<file path="src/rtl/uart_pkg.sv">
// Shared UART transmitter definitions: FSM state encoding, default baud
// divisor and the fixed 8N1 frame constants.
package uart_pkg;

    localparam int DEFAULT_CLKS_PER_BIT = 434;
    localparam int DATA_BITS            = 8;
    localparam int STOP_BITS            = 1;

    typedef logic [1:0] tx_state_t;

    localparam tx_state_t ST_IDLE  = 2'd0;
    localparam tx_state_t ST_START = 2'd1;
    localparam tx_state_t ST_DATA  = 2'd2;
    localparam tx_state_t ST_STOP  = 2'd3;

endpackage

</file>
<file path="src/rtl/uart_tx_fifo.sv">
// Byte buffer feeding the UART transmitter; power-of-two depth so the
// pointers wrap naturally.
module uart_tx_fifo
    import uart_pkg::*;
#(
    parameter  int FIFO_DEPTH = 4,
    parameter  int WIDTH      = DATA_BITS,
    localparam int PTR_W      = $clog2(FIFO_DEPTH),
    localparam int CNT_W      = $clog2(FIFO_DEPTH + 1)
) (
    input  logic             clk,
    input  logic             rst_n,
    input  logic             push,
    input  logic [WIDTH-1:0] push_data,
    input  logic             pop,
    output logic [WIDTH-1:0] pop_data,
    output logic             full,
    output logic             empty,
    output logic [CNT_W-1:0] count
);

    logic [WIDTH-1:0] mem [FIFO_DEPTH];
    logic [PTR_W-1:0] wr_ptr;
    logic [PTR_W-1:0] rd_ptr;
    logic             push_ok;
    logic             pop_ok;

    assign full     = (count == CNT_W'(FIFO_DEPTH));
    assign empty    = (count == '0);
    assign push_ok  = push && !full;
    assign pop_ok   = pop && !empty;
    assign pop_data = mem[rd_ptr];

    // Storage is not reset; the pointers and count define what is valid.
    always_ff @(posedge clk) begin
        if (push_ok) begin
            mem[wr_ptr] <= push_data;
        end
    end

    always_ff @(posedge clk or negedge rst_n) begin
        if (!rst_n) begin
            wr_ptr <= '0;
            rd_ptr <= '0;
            count  <= '0;
        end else begin
            if (push_ok) begin
                wr_ptr <= wr_ptr + 1'b1;
            end
            if (pop_ok) begin
                rd_ptr <= rd_ptr + 1'b1;
            end
            case ({push_ok, pop_ok})
                2'b10:   count <= count + 1'b1;
                2'b01:   count <= count - 1'b1;
                default: count <= count;
            endcase
        end
    end

endmodule

</file>
<file path="src/rtl/uart_transmitter.sv">
// Buffered 8N1 UART transmitter: bytes queue in a small FIFO and are
// serialised LSB first, back to back with no idle gap when more are waiting.
module uart_transmitter
    import uart_pkg::*;
#(
    parameter int CLKS_PER_BIT = DEFAULT_CLKS_PER_BIT,
    parameter int FIFO_DEPTH   = 4
) (
    input  logic       clk,
    input  logic       rst_n,
    input  logic [7:0] data_in,
    input  logic       data_in_valid,
    output logic       data_in_ready,
    output logic       uart_txd,
    output logic       busy
);

    localparam int CNT_W  = (CLKS_PER_BIT > 1) ? $clog2(CLKS_PER_BIT) : 1;
    localparam int FCNT_W = $clog2(FIFO_DEPTH + 1);

    localparam logic [CNT_W-1:0] BIT_LAST  = CNT_W'(CLKS_PER_BIT - 1);
    localparam logic [2:0]       DATA_LAST = 3'(DATA_BITS - 1);
    localparam logic [2:0]       STOP_LAST = 3'(STOP_BITS - 1);

    tx_state_t         state;
    logic [CNT_W-1:0]  bit_cnt;
    logic [2:0]        bit_idx;
    logic [7:0]        shift_reg;
    logic              ready_en;
    logic              bit_end;
    logic              push;
    logic              pop;
    logic              fifo_full;
    logic              fifo_empty;
    logic [FCNT_W-1:0] fifo_count;
    logic [7:0]        fifo_dout;

    uart_tx_fifo #(
        .FIFO_DEPTH (FIFO_DEPTH),
        .WIDTH      (8)
    ) u_fifo (
        .clk       (clk),
        .rst_n     (rst_n),
        .push      (push),
        .push_data (data_in),
        .pop       (pop),
        .pop_data  (fifo_dout),
        .full      (fifo_full),
        .empty     (fifo_empty),
        .count     (fifo_count)
    );

    // ready_en keeps the input closed while in reset and opens it on the first edge after.
    assign data_in_ready = ready_en && !fifo_full;
    assign push          = data_in_valid && data_in_ready;
    assign bit_end       = (bit_cnt == BIT_LAST);

    always_comb begin
        pop = 1'b0;
        case (state)
            ST_IDLE: pop = !fifo_empty;
            ST_STOP: pop = bit_end && (bit_idx == STOP_LAST) && !fifo_empty;
            default: pop = 1'b0;
        endcase
    end

    always_ff @(posedge clk or negedge rst_n) begin
        if (!rst_n) begin
            state     <= ST_IDLE;
            bit_cnt   <= '0;
            bit_idx   <= '0;
            shift_reg <= '0;
        end else begin
            bit_cnt <= (state == ST_IDLE || bit_end) ? '0 : bit_cnt + 1'b1;
            case (state)
                ST_IDLE: begin
                    if (pop) begin
                        shift_reg <= fifo_dout;
                        state     <= ST_START;
                    end
                end
                ST_START: begin
                    if (bit_end) begin
                        bit_idx <= '0;
                        state   <= ST_DATA;
                    end
                end
                ST_DATA: begin
                    if (bit_end) begin
                        shift_reg <= shift_reg >> 1;
                        if (bit_idx == DATA_LAST) begin
                            bit_idx <= '0;
                            state   <= ST_STOP;
                        end else begin
                            bit_idx <= bit_idx + 3'd1;
                        end
                    end
                end
                ST_STOP: begin
                    if (bit_end) begin
                        if (bit_idx == STOP_LAST) begin
                            bit_idx <= '0;
                            if (pop) begin
                                shift_reg <= fifo_dout;
                                state     <= ST_START;
                            end else begin
                                state <= ST_IDLE;
                            end
                        end else begin
                            bit_idx <= bit_idx + 3'd1;
                        end
                    end
                end
                default: state <= ST_IDLE;
            endcase
        end
    end

    // Line and busy are registered from the current state, so both lag the FSM by one cycle.
    always_ff @(posedge clk or negedge rst_n) begin
        if (!rst_n) begin
            uart_txd <= 1'b1;
            busy     <= 1'b0;
            ready_en <= 1'b0;
        end else begin
            ready_en <= 1'b1;
            busy     <= (state != ST_IDLE) || (fifo_count != '0);
            case (state)
                ST_START: uart_txd <= 1'b0;
                ST_DATA:  uart_txd <= shift_reg[0];
                default:  uart_txd <= 1'b1;
            endcase
        end
    end

endmodule

</file>
<file path="config.mk">
export PLATFORM = sky130hd
export DESIGN_NAME = uart_transmitter
export DESIGN_NICKNAME = d
export VERILOG_FILES = /design/src/rtl/uart_pkg.sv /design/src/rtl/uart_tx_fifo.sv /design/src/rtl/uart_transmitter.sv
export SDC_FILE = /design/constraint.sdc
export NUM_CORES = 1
export LEC_CHECK = 0
export CAP_MARGIN = 30
export CORE_MARGIN = 8
export CORE_UTILIZATION = 40
export CTS_BUF_LIST = sky130_fd_sc_hd__clkbuf_4 sky130_fd_sc_hd__clkbuf_8
export DETAILED_ROUTE_END_ITERATION = 10
export GPL_TIMING_DRIVEN = 1
export SYNTH_ARGS = -nofsm -noshare
export SYNTH_HDL_FRONTEND = slang
export SYNTH_SLANG_ARGS = --single-unit
</file>
<file path="constraint.sdc">
create_clock -name clk -period 3.3 [get_ports clk]
set_input_delay 0.33 -clock clk [delete_from_list [all_inputs] [get_ports clk]]
set_output_delay 0.33 -clock clk [all_outputs]
set_load 0.02 [all_outputs]
</file>
==> flow_summary.ini <==
[run_status]
outcome = finished clean

[logic_synthesis]
synth_seq_cells = 64
yosys.area.top_type = edfxtp_1
yosys.area.top_type_share_pct = 32.15
ys_async_sr_fraction_pct = 50.00
synth_edf_count = 32
avgSynthCellArea_um2 = 14.37
syn_inst = 208
synth_ff_type = edfxtp_1
syn_area_um2 = 2989
synthTopCellsByArea = edfxtp_1 (32%), dfrtp_1 (26%), ha_1 (6.3%)
syn_nets = 235
yosysSeqAreaShare_pct = 58.98
ys_types = 48
ys.warnings.count = 0

[power_and_ir_drop]
pwr-share-comb_pct = 10.0
powerDensity_nw_per_um2 = 559.8
swShare_pct = 25.39
p_leak_nw = 1.359
internal-power_mw = 1.432
seqPwrFrac_pct = 50.0
p_switching_mw = 0.4873
p_clk_share_pct = 39.9
irDropWorstVdd_mv = 0.3310

[hold_path]
hold_class = in -> async

[worst_setup_path]
crit_path_end_kind = register
path_class = reg -> reg
cp.required_ns = 3.56
start_kind = register
worstPathArrival_ns = 2.78
crit_fanout = 10

[global_routing]
grtUsageTotal_pct = 10.78
grt_max_degree = 33
grt_pass1_wl_um = 8562
grt_antenna_before_repair = 0
grt_pass1_vias = 1774
overflow = 0

[timing]
whs_ns = 0.3934
max_freq_ghz = 0.3959
slew_headroom_pct = 62.47
skew_ns = 0.005174
tightest_slew_ns = 0.5629
fin_crit_ns = 2.526
rsz0062_at_grt = false
hold_viol = 0
report.final.slew_viol_count = 0
tns_ns = 0
period_share_pct = 76.55
setup_viol = 0

[floorplanning]
initial_core_util_pct = 41.21
fp.dieW_um = 102.4
coreArea_um2 = 7253
die_area_um2 = 10500
die-height_um = 102.4
rows = 31
io_pins = 14

[route]
avgViaCountPerCell = 4.873
drc = 0
drtAntennaViolNets = 0
route.detailed.wl_per_inst_um = 14.79
drt-initial-drc-count = 48
wirelength_um = 4894
firstDrtPassIters = 4
vias = 1613

[placed_design]
dp_cells = 315
portBuffers = 13
hpwlAfterDp_um = 3406
routabilityCongestion = 0.7319

[cts]
cts_root_buf = clkbuf_8
ctsHtreeMaxLevel = 3
cts_resized = 0
numCtsBuffers = 9
clkSinkCount = 64
cts_setup_buffers = 0
hold_buffers = 0
cts_tree = yes
cts.clk_slew.worst_paths_ns = 0.07
insertion_delay_ns = 0.33
cts_buffer_depth = 2

[cells_and_area]
antennaDiodeCount = 0
drive_above_1_share_pct = 16.81
nNetsFinal = 254
final_cell_mix = edfxtp_1 (32), dfrtp_1 (31), inv_1 (16)
instances_no_fill = 331
nFillCells = 647
synthToLayoutAreaGrowth_pct = 14.73
mostFrequentLayoutCell = edfxtp_1
largest_reg_flops = 32

[flow_run]
max-cap-violations = 0
## cells by family after synthesis
kind of cell             after synthesis  share of synthesized area, %
other                                  1                        0.1255
AO/OA/AOI/OAI                         27                         7.493
AND/OR/NAND/NOR                       54                         11.85
adder cells (fa/ha/maj)               16                         6.949
multiplexers                          12                         7.451
buffers and inverters                 22                         3.642
XOR/XNOR                              12                         3.516
flip-flops                            64                         58.98
## synthesized netlist by cell type (2+ instances only)
| cell type | n |
|---|---|
| mux2_2 | 2 |
| buf_4 | 3 |
| inv_1 | 16 |
| mux2i_1 | 2 |
| nand2_1 | 9 |
| nand3_1 | 4 |
| nor2_1 | 14 |
| nor3_4 | 2 |
| xnor2_1 | 6 |
| ha_1 | 15 |
| or3_1 | 2 |
| o21ai_0 | 8 |
| dfrtp_1 | 31 |
| a21oi_1 | 2 |
| mux4_2 | 8 |
| and3_1 | 5 |
| o221a_1 | 6 |
| buf_6 | 2 |
| a2bb2oi_1 | 2 |
| xor2_1 | 6 |
| edfxtp_1 | 32 |
| or2b_1 | 5 |
## metrics by stage
step	setup slack, ns	cell area [µm²]	util (%)	power, mW
final	0.7739	3430	47.28	1.920
after global routing	0.5002	3430	47.28	2.005
after CTS	0.7494	3430	47.28	1.943
after detailed placement	0.7837	3202	44.14	1.176
after global placement	0.8950	3202	44.14	1.169
after floorplan	1.009	2989	-	1.096
## cell type report
class                           instances  area [µm²]  area share [%]
Timing Repair Buffer                   14       137.6           4.013
Sequential cell                        64        1763           51.40
Tap cell                               99       123.9           3.612
Clock buffer                            9       123.9           3.612
Clock inverter                          7       103.9           3.028
Multi-Input combinational cell        122        1117           32.58
Inverter                               16       60.06           1.751
## routing by layer
| layer | global-route usage [%] | vias to the layer above | part of all wire [%] |
|---|---|---|---|
| met3 | 2.452 | 6 | 2.1 |
| met2 | 17.33 | 15 | 48 |
| li1 | - | 789 | - |
| met4 | 5.418 | 0 | 1.2 |
| met5 | 0 | - | 0 |
| met1 | 13.31 | 803 | 48 |
## worst max-delay path, cell delays in order, from the launching register on
cell and delay, ns:
dfrtp_1 0.44, inv_1 0.16, ha_1 0.35, nor3b_1 0.29, a31o_4 0.19, ha_1 0.19
inv_1 0.06, fa_1 0.37, xor2_1 0.15, nor2_1 0.11, xor2_1 0.15
## worst paths after layout
check / slack [ns] / startpoint / cells past startpoint / to
worst max register to register: 0.77 / state[0]$_DFFE_PN0P_ / 10 / u_fifo.count[2]$_DFFE_PN0P_
worst min-delay path: 0.39 / rst_n / 2 / bit_cnt[4]$_DFF_PN0_
min in group clk: 0.50 / bit_cnt[0]$_DFF_PN0_ / 1 / bit_cnt[0]$_DFF_PN0_
max in group asynchronous: 2.57 / rst_n / 2 / uart_txd$_DFF_PN1_
worst max-delay path: 0.77 / state[0]$_DFFE_PN0P_ / 10 / u_fifo.count[2]$_DFFE_PN0P_
worst min register to register: 0.50 / bit_cnt[0]$_DFF_PN0_ / 1 / bit_cnt[0]$_DFF_PN0_
## power groups by stage
stage	Clock, mW	Combinational, mW	Sequential (mW)
final	0.766	0.193	0.961
after global routing	0.811	0.226	0.968
after CTS	0.783	0.198	0.962
after detailed placement	0	0.197	0.979
after global placement	0	0.193	0.976
after floorplan	0	0.130	0.966
Note: power is estimated with default switching activity, not from simulation.
